$ cat config.mk
export PLATFORM = sky130hd
export DESIGN_NAME = uart_frame_ctrl
export DESIGN_NICKNAME = d
export VERILOG_FILES = /design/src/rtl/uart_frame_ctrl.sv
export SDC_FILE = /design/constraint.sdc
export NUM_CORES = 1
export LEC_CHECK = 0
export BUFFER_PORTS_ARGS = -buffer_cell sky130_fd_sc_hd__buf_2
export CORE_AREA = 8 8 171 189
export DETAILED_ROUTE_END_ITERATION = 6
export DIE_AREA = 0 0 179 197
export HOLD_SLACK_MARGIN = 0.15
export PLACE_DENSITY = 0.51
export SLEW_MARGIN = 20
export SYNTH_ARGS = -nofsm -noshare
export SYNTH_HDL_FRONTEND = slang
export SYNTH_SLANG_ARGS = --single-unit
$ cat constraint.sdc
create_clock -name clk -period 4.3 [get_ports clk]
set_input_delay 0.86 -clock clk [delete_from_list [all_inputs] [get_ports clk]]
set_output_delay 0.86 -clock clk [all_outputs]
set_load 0.02 [all_outputs]
$ cat src/rtl/uart_frame_ctrl.sv
// rtl/uart_frame_ctrl.sv - UART byte stream to LCD command frame parser with hold buffer
// Frame format: 0xA5 | CMD | LEN | payload[LEN] | SUM (8-bit sum of CMD+LEN+payload).
module uart_frame_ctrl #(
   parameter int MAX_LEN     = 16,
   parameter int TIMEOUT_CYC = 500000,
   localparam int AW         = (MAX_LEN > 1) ? $clog2(MAX_LEN) : 1
) (
   input  logic          clk,
   input  logic          rst_n,
   input  logic          rx_busy,
   input  logic [7:0]    rx_data,
   output logic          frame_valid,
   input  logic          frame_ack,
   output logic [7:0]    frame_cmd,
   output logic [7:0]    frame_len,
   input  logic [AW-1:0] rd_addr,
   output logic [7:0]    rd_data,
   output logic          busy,
   output logic          err_sum,
   output logic          err_len,
   output logic          err_timeout,
   output logic          err_overrun
);

   localparam int TW = $clog2(TIMEOUT_CYC + 1);
   localparam logic [7:0] SYNC = 8'hA5;

   typedef enum logic [2:0] {
      S_IDLE = 3'd0,
      S_CMD  = 3'd1,
      S_LEN  = 3'd2,
      S_DATA = 3'd3,
      S_SUM  = 3'd4,
      S_HOLD = 3'd5
   } state_t;

   state_t        r_state, w_state;
   logic          r_busy_d;
   logic          r_byte_stb;
   logic [7:0]    r_byte;
   logic [7:0]    r_cmd, w_cmd;
   logic [7:0]    r_len, w_len;
   logic [7:0]    r_sum, w_sum;
   logic [7:0]    r_idx, w_idx;
   logic [TW-1:0] r_tmo, w_tmo;
   logic          r_err_sum, w_err_sum;
   logic          r_err_len, w_err_len;
   logic          r_err_tmo, w_err_tmo;
   logic          r_err_ovr, w_err_ovr;
   logic          w_we;
   logic          w_fall;
   logic          w_parsing;
   logic [7:0]    r_buf [MAX_LEN];

   // A byte is complete when the receiver drops busy; capture it one clock later.
   assign w_fall = r_busy_d & ~rx_busy;

   always_ff @(posedge clk or negedge rst_n) begin
      if (!rst_n) begin
         r_busy_d   <= 1'b0;
         r_byte_stb <= 1'b0;
         r_byte     <= 8'h00;
      end else begin
         r_busy_d   <= rx_busy;
         r_byte_stb <= w_fall;
         if (w_fall)
            r_byte <= rx_data;
      end
   end

   assign w_parsing = (r_state == S_CMD) || (r_state == S_LEN) ||
                      (r_state == S_DATA) || (r_state == S_SUM);

   always_comb begin
      w_state   = r_state;
      w_cmd     = r_cmd;
      w_len     = r_len;
      w_sum     = r_sum;
      w_idx     = r_idx;
      w_tmo     = r_tmo;
      w_we      = 1'b0;
      w_err_sum = 1'b0;
      w_err_len = 1'b0;
      w_err_tmo = 1'b0;
      w_err_ovr = 1'b0;
      case (r_state)
         S_IDLE: begin
            w_tmo = '0;
            if (r_byte_stb && r_byte == SYNC)
               w_state = S_CMD;
         end
         S_CMD: begin
            if (r_byte_stb) begin
               w_cmd   = r_byte;
               w_sum   = r_byte;
               w_state = S_LEN;
            end
         end
         S_LEN: begin
            if (r_byte_stb) begin
               if (r_byte > 8'(MAX_LEN)) begin
                  w_err_len = 1'b1;
                  w_state   = S_IDLE;
               end else begin
                  w_len   = r_byte;
                  w_sum   = r_sum + r_byte;
                  w_idx   = 8'h00;
                  w_state = (r_byte == 8'h00) ? S_SUM : S_DATA;
               end
            end
         end
         S_DATA: begin
            if (r_byte_stb) begin
               w_we  = 1'b1;
               w_sum = r_sum + r_byte;
               w_idx = r_idx + 8'h01;
               if (r_idx == r_len - 8'h01)
                  w_state = S_SUM;
            end
         end
         S_SUM: begin
            if (r_byte_stb) begin
               if (r_byte == r_sum) begin
                  w_state = S_HOLD;
               end else begin
                  w_err_sum = 1'b1;
                  w_state   = S_IDLE;
               end
            end
         end
         S_HOLD: begin
            w_tmo     = '0;
            w_err_ovr = r_byte_stb;
            if (frame_ack)
               w_state = S_IDLE;
         end
         default: w_state = S_IDLE;
      endcase

      // A byte arriving on the expiry clock takes priority over the timeout.
      if (w_parsing) begin
         if (r_byte_stb) begin
            w_tmo = '0;
         end else if (r_tmo == TW'(TIMEOUT_CYC - 1)) begin
            w_tmo     = '0;
            w_err_tmo = 1'b1;
            w_state   = S_IDLE;
         end else begin
            w_tmo = r_tmo + 1'b1;
         end
      end
   end

   always_ff @(posedge clk or negedge rst_n) begin
      if (!rst_n) begin
         r_state   <= S_IDLE;
         r_cmd     <= 8'h00;
         r_len     <= 8'h00;
         r_sum     <= 8'h00;
         r_idx     <= 8'h00;
         r_tmo     <= '0;
         r_err_sum <= 1'b0;
         r_err_len <= 1'b0;
         r_err_tmo <= 1'b0;
         r_err_ovr <= 1'b0;
      end else begin
         r_state   <= w_state;
         r_cmd     <= w_cmd;
         r_len     <= w_len;
         r_sum     <= w_sum;
         r_idx     <= w_idx;
         r_tmo     <= w_tmo;
         r_err_sum <= w_err_sum;
         r_err_len <= w_err_len;
         r_err_tmo <= w_err_tmo;
         r_err_ovr <= w_err_ovr;
      end
   end

   always_ff @(posedge clk) begin
      if (w_we)
         r_buf[r_idx[AW-1:0]] <= r_byte;
   end

   assign frame_valid = (r_state == S_HOLD);
   assign busy        = w_parsing;
   assign frame_cmd   = r_cmd;
   assign frame_len   = r_len;
   assign rd_data     = r_buf[rd_addr];
   assign err_sum     = r_err_sum;
   assign err_len     = r_err_len;
   assign err_timeout = r_err_tmo;
   assign err_overrun = r_err_ovr;

endmodule

==> flow_summary.toml <==
[grt]
grt_usage_pct = 11.4
grt_pass1_vias = 5283
grt_first_pass_wirelength_um = 31200
grt_max_degree = 43
antenna_found_initial = 0
overflow = 0

[layout]
final_util_pct = 33.9
multi_input_area_um2 = 2890
fin_nets = 666
area_growth_pct = 15.1
drive_gt1_share_pct = 22.2
num_antenna_cells = 0
fillCellCount = 2779
seq_area_um2 = 5550

[clock_network]
cts_root_buf = "clkbuf_16"
cts_tree = "yes"
cts_sinks = 196
worstSkewPairLatency_ns = 0.45
cts_hold_buf = 0
post_cts_buffers = 0
clk_pin_slew_ns = 0.08
cts_made_buffers = 17
cts_buffer_depth = 2
postCtsResizedCells = 0
h-tree-depth = 4

[setup_path]
cp_data_arrival_time_ns = 2.59
reg2reg_slack_ns = 1.39
r2r_cells = 4
worstSetupPathType = "in -> out"
crit_family = "multiplexers"
cp_cell_sequence = "buf_2, mux4_2, mux4_2, buf_2"
cp.required_ns = 3.44
endpoint_kind = "primary output"
worst_path_max_delay_cell = "buf_2"
crit_fanout = 32
cp.depth = 4
critPathBufInv = 2
cpPeakStageDelay_ns = 0.61
start_kind = "input pin"

[synthesis]
synth_nets = 620
ys.flop_type = "edfxtp_1"
synthCells = 590
yosys.area.top_type_share_pct = 44.7
yosysWarningCount = 0
synth_largest_area_cell = "edfxtp_1"
synth.distinct_cells = 53
synth.area.top_cells = "edfxtp_1 (45%), dfrtp_1 (20%), mux4_2 (10%), nor2_1 (2.7%), xor2_1 (2.0%)"
synth_enable_flop_cells = 128
avgSynthCellArea_um2 = 14.6
ys_seq_area_share_pct = 64.6
synth-seq-cells = 196
syn-cell-area_um2 = 8590
async_reset_ff_share_pct = 34.7

[route]
drtPass1Iterations = 5
vias = 5043
routed_via_density = 4.93
final_antenna_net_count = 0
wl_per_cell_um = 18.8
first_iter_violations = 393
drt-total-wl_um = 19200
drc = 0

[timing]
drv_slew = 0
setup_viol = 0
hold_violations = 0
worstMarginPinSlew_ns = 1.05
setup_tns_ns = 0
min_period_over_period_pct = 80.1
max_freq_ghz = 0.290
fin_skew_ns = 0.0118
setup_slack_ns = 0.854
min_period_ns = 3.45
maxSlewHeadroom_pct = 29.6
holdWs_ns = 0.431
rsz0062_at_grt = "no"

[die]
dieArea_um2 = 35300
die_w_um = 179
core-area_um2 = 29200
start_util_pct = 29.5
rows = 66
die_h_um = 197
ios = 46

[hold_path]
min_path_type = "in -> async"

[placement]
gp_congestion = 0.817
post-place-ws_ns = 0.852
dp.final_hpwl_um = 13400
place.port_buffers = 45

[pwr]
share_comb_of_total_power_pct = 10.6
p_total_mw = 4.39
max-vdd-ir-drop_mv = 0.190
pwr-share-clk_pct = 38.6
switchingPower_mw = 1.24
cellPowerDensity_nw_per_um2 = 444
seq_power_share_pct = 50.8
power_leakage_nw = 3.57
switching_share_pct = 28.4
intPower_mw = 3.14

[run]
drv_cap = 0

[run_status]
status = "completed"
-- worst register-to-register path, delay by kind of cell (launching register included) --
| kind | cells | cell delay [ns] |
|---|---|---|
| DFF | 1 | 0.50 |
| and+or+nand+nor | 4 | 2.02 |
-- path summary, 6_finish.rpt --
check,from,endpoint
max in group asynchronous,rst_n,r_tmo[9]
worst max register to register,r_state[2],r_buf[7][3]
worst min-delay path,rst_n,r_byte[0]
worst max-delay path,rd_addr[1],rd_data[0]
min in group clk,frame_cmd[3],frame_cmd[3]
worst min register to register,frame_cmd[3],frame_cmd[3]
-- layer usage --
metal | track usage (%) | part of all wire, %
met2 | 19.0 | 51
met5 | 0 | 0
met1 | 14.6 | 43
met3 | 2.72 | 4.7
met4 | 3.34 | 1.4
-- area by class of cell --
| type | instances | share of cell area, % |
|---|---|---|
| sequential | 196 | 56.1 |
| multi-input combinational | 357 | 29.2 |
| tap | 374 | 4.73 |
| clock buffer | 17 | 4.30 |
| timing repair buffer | 51 | 2.86 |
| clock inverter | 15 | 2.27 |
| inverter | 13 | 0.494 |
-- through the flow --
stage          instance area, µm²  instances
5_1_grt                      9880       1023
4_1_cts                      9880       1023
3_5_place_dp                 9240        991
6_report                     9880       1023
3_3_place_gp                 9240        991
2_1_floorplan                8590        590
-- cells in the mapped netlist, types with 4 or more instances --
cell	instances
mux2_2	14
ha_1	13
a31oi_1	4
xor2_1	20
buf_2	6
o21ai_0	20
dfrtp_1	68
and2_1	7
xnor2_1	14
nor2b_1	8
mux4_2	40
nand4_1	8
a21oi_1	24
nor2_1	61
and3_1	6
nand2_1	40
nor3_1	13
edfxtp_1	128
nor4_1	6
clkbuf_1	14
inv_1	13
nand3_1	13
nand2b_1	10
-- sequential cells by signal, indices dropped and copies added (netlist names) --
name / count
r_byte_stb: 1
frame_cmd: 8
r_busy_d: 1
frame_len: 8
err_sum: 1
err_overrun: 1
r_byte: 8
r_buf: 128
r_sum: 8
r_state: 3
r_tmo: 19
err_len: 1
r_idx: 8
err_timeout: 1
-- power groups by stage --
stage	registers (mW)	logic [mW]	clock network, mW
after floorplan	2.24	0.335	0
after global placement	2.27	0.448	0
after detailed placement	2.28	0.466	0
after CTS	2.24	0.467	1.73
after global routing	2.25	0.521	1.80
final	2.23	0.464	1.69
-- cells in the final DEF, fill, tap and decap left out, drive strengths merged, types with 4 or more instances in the layout --
cell type and n:
mux4 40, nor3b 4, nor4 6, clkinv 6, and3 6, ha 13
nor2 61, xor2 20, a21oi 24, o21ai 20, edfxtp 128, nand2 41
a31oi 4, xnor2 14, nand3 13, mux2 14, buf 51, inv 22
and2 8, nor2b 8, nand2b 10, nor3 13, nand4 8, dfrtp 68
clkbuf 17
-- cell families (layout without fill, tap and decap cells) --
family	Yosys count	after routing	synth area share (%)
AND/OR/NAND/NOR	187	187	10.7
XOR/XNOR	34	34	3.47
adder cells (fa/ha/maj)	14	14	2.13
buffers and inverters	37	96	1.79
AO/OA/AOI/OAI	68	68	5.05
flip-flops	196	196	64.6
multiplexers	54	54	12.3
Power figures use the tool's default switching activity.
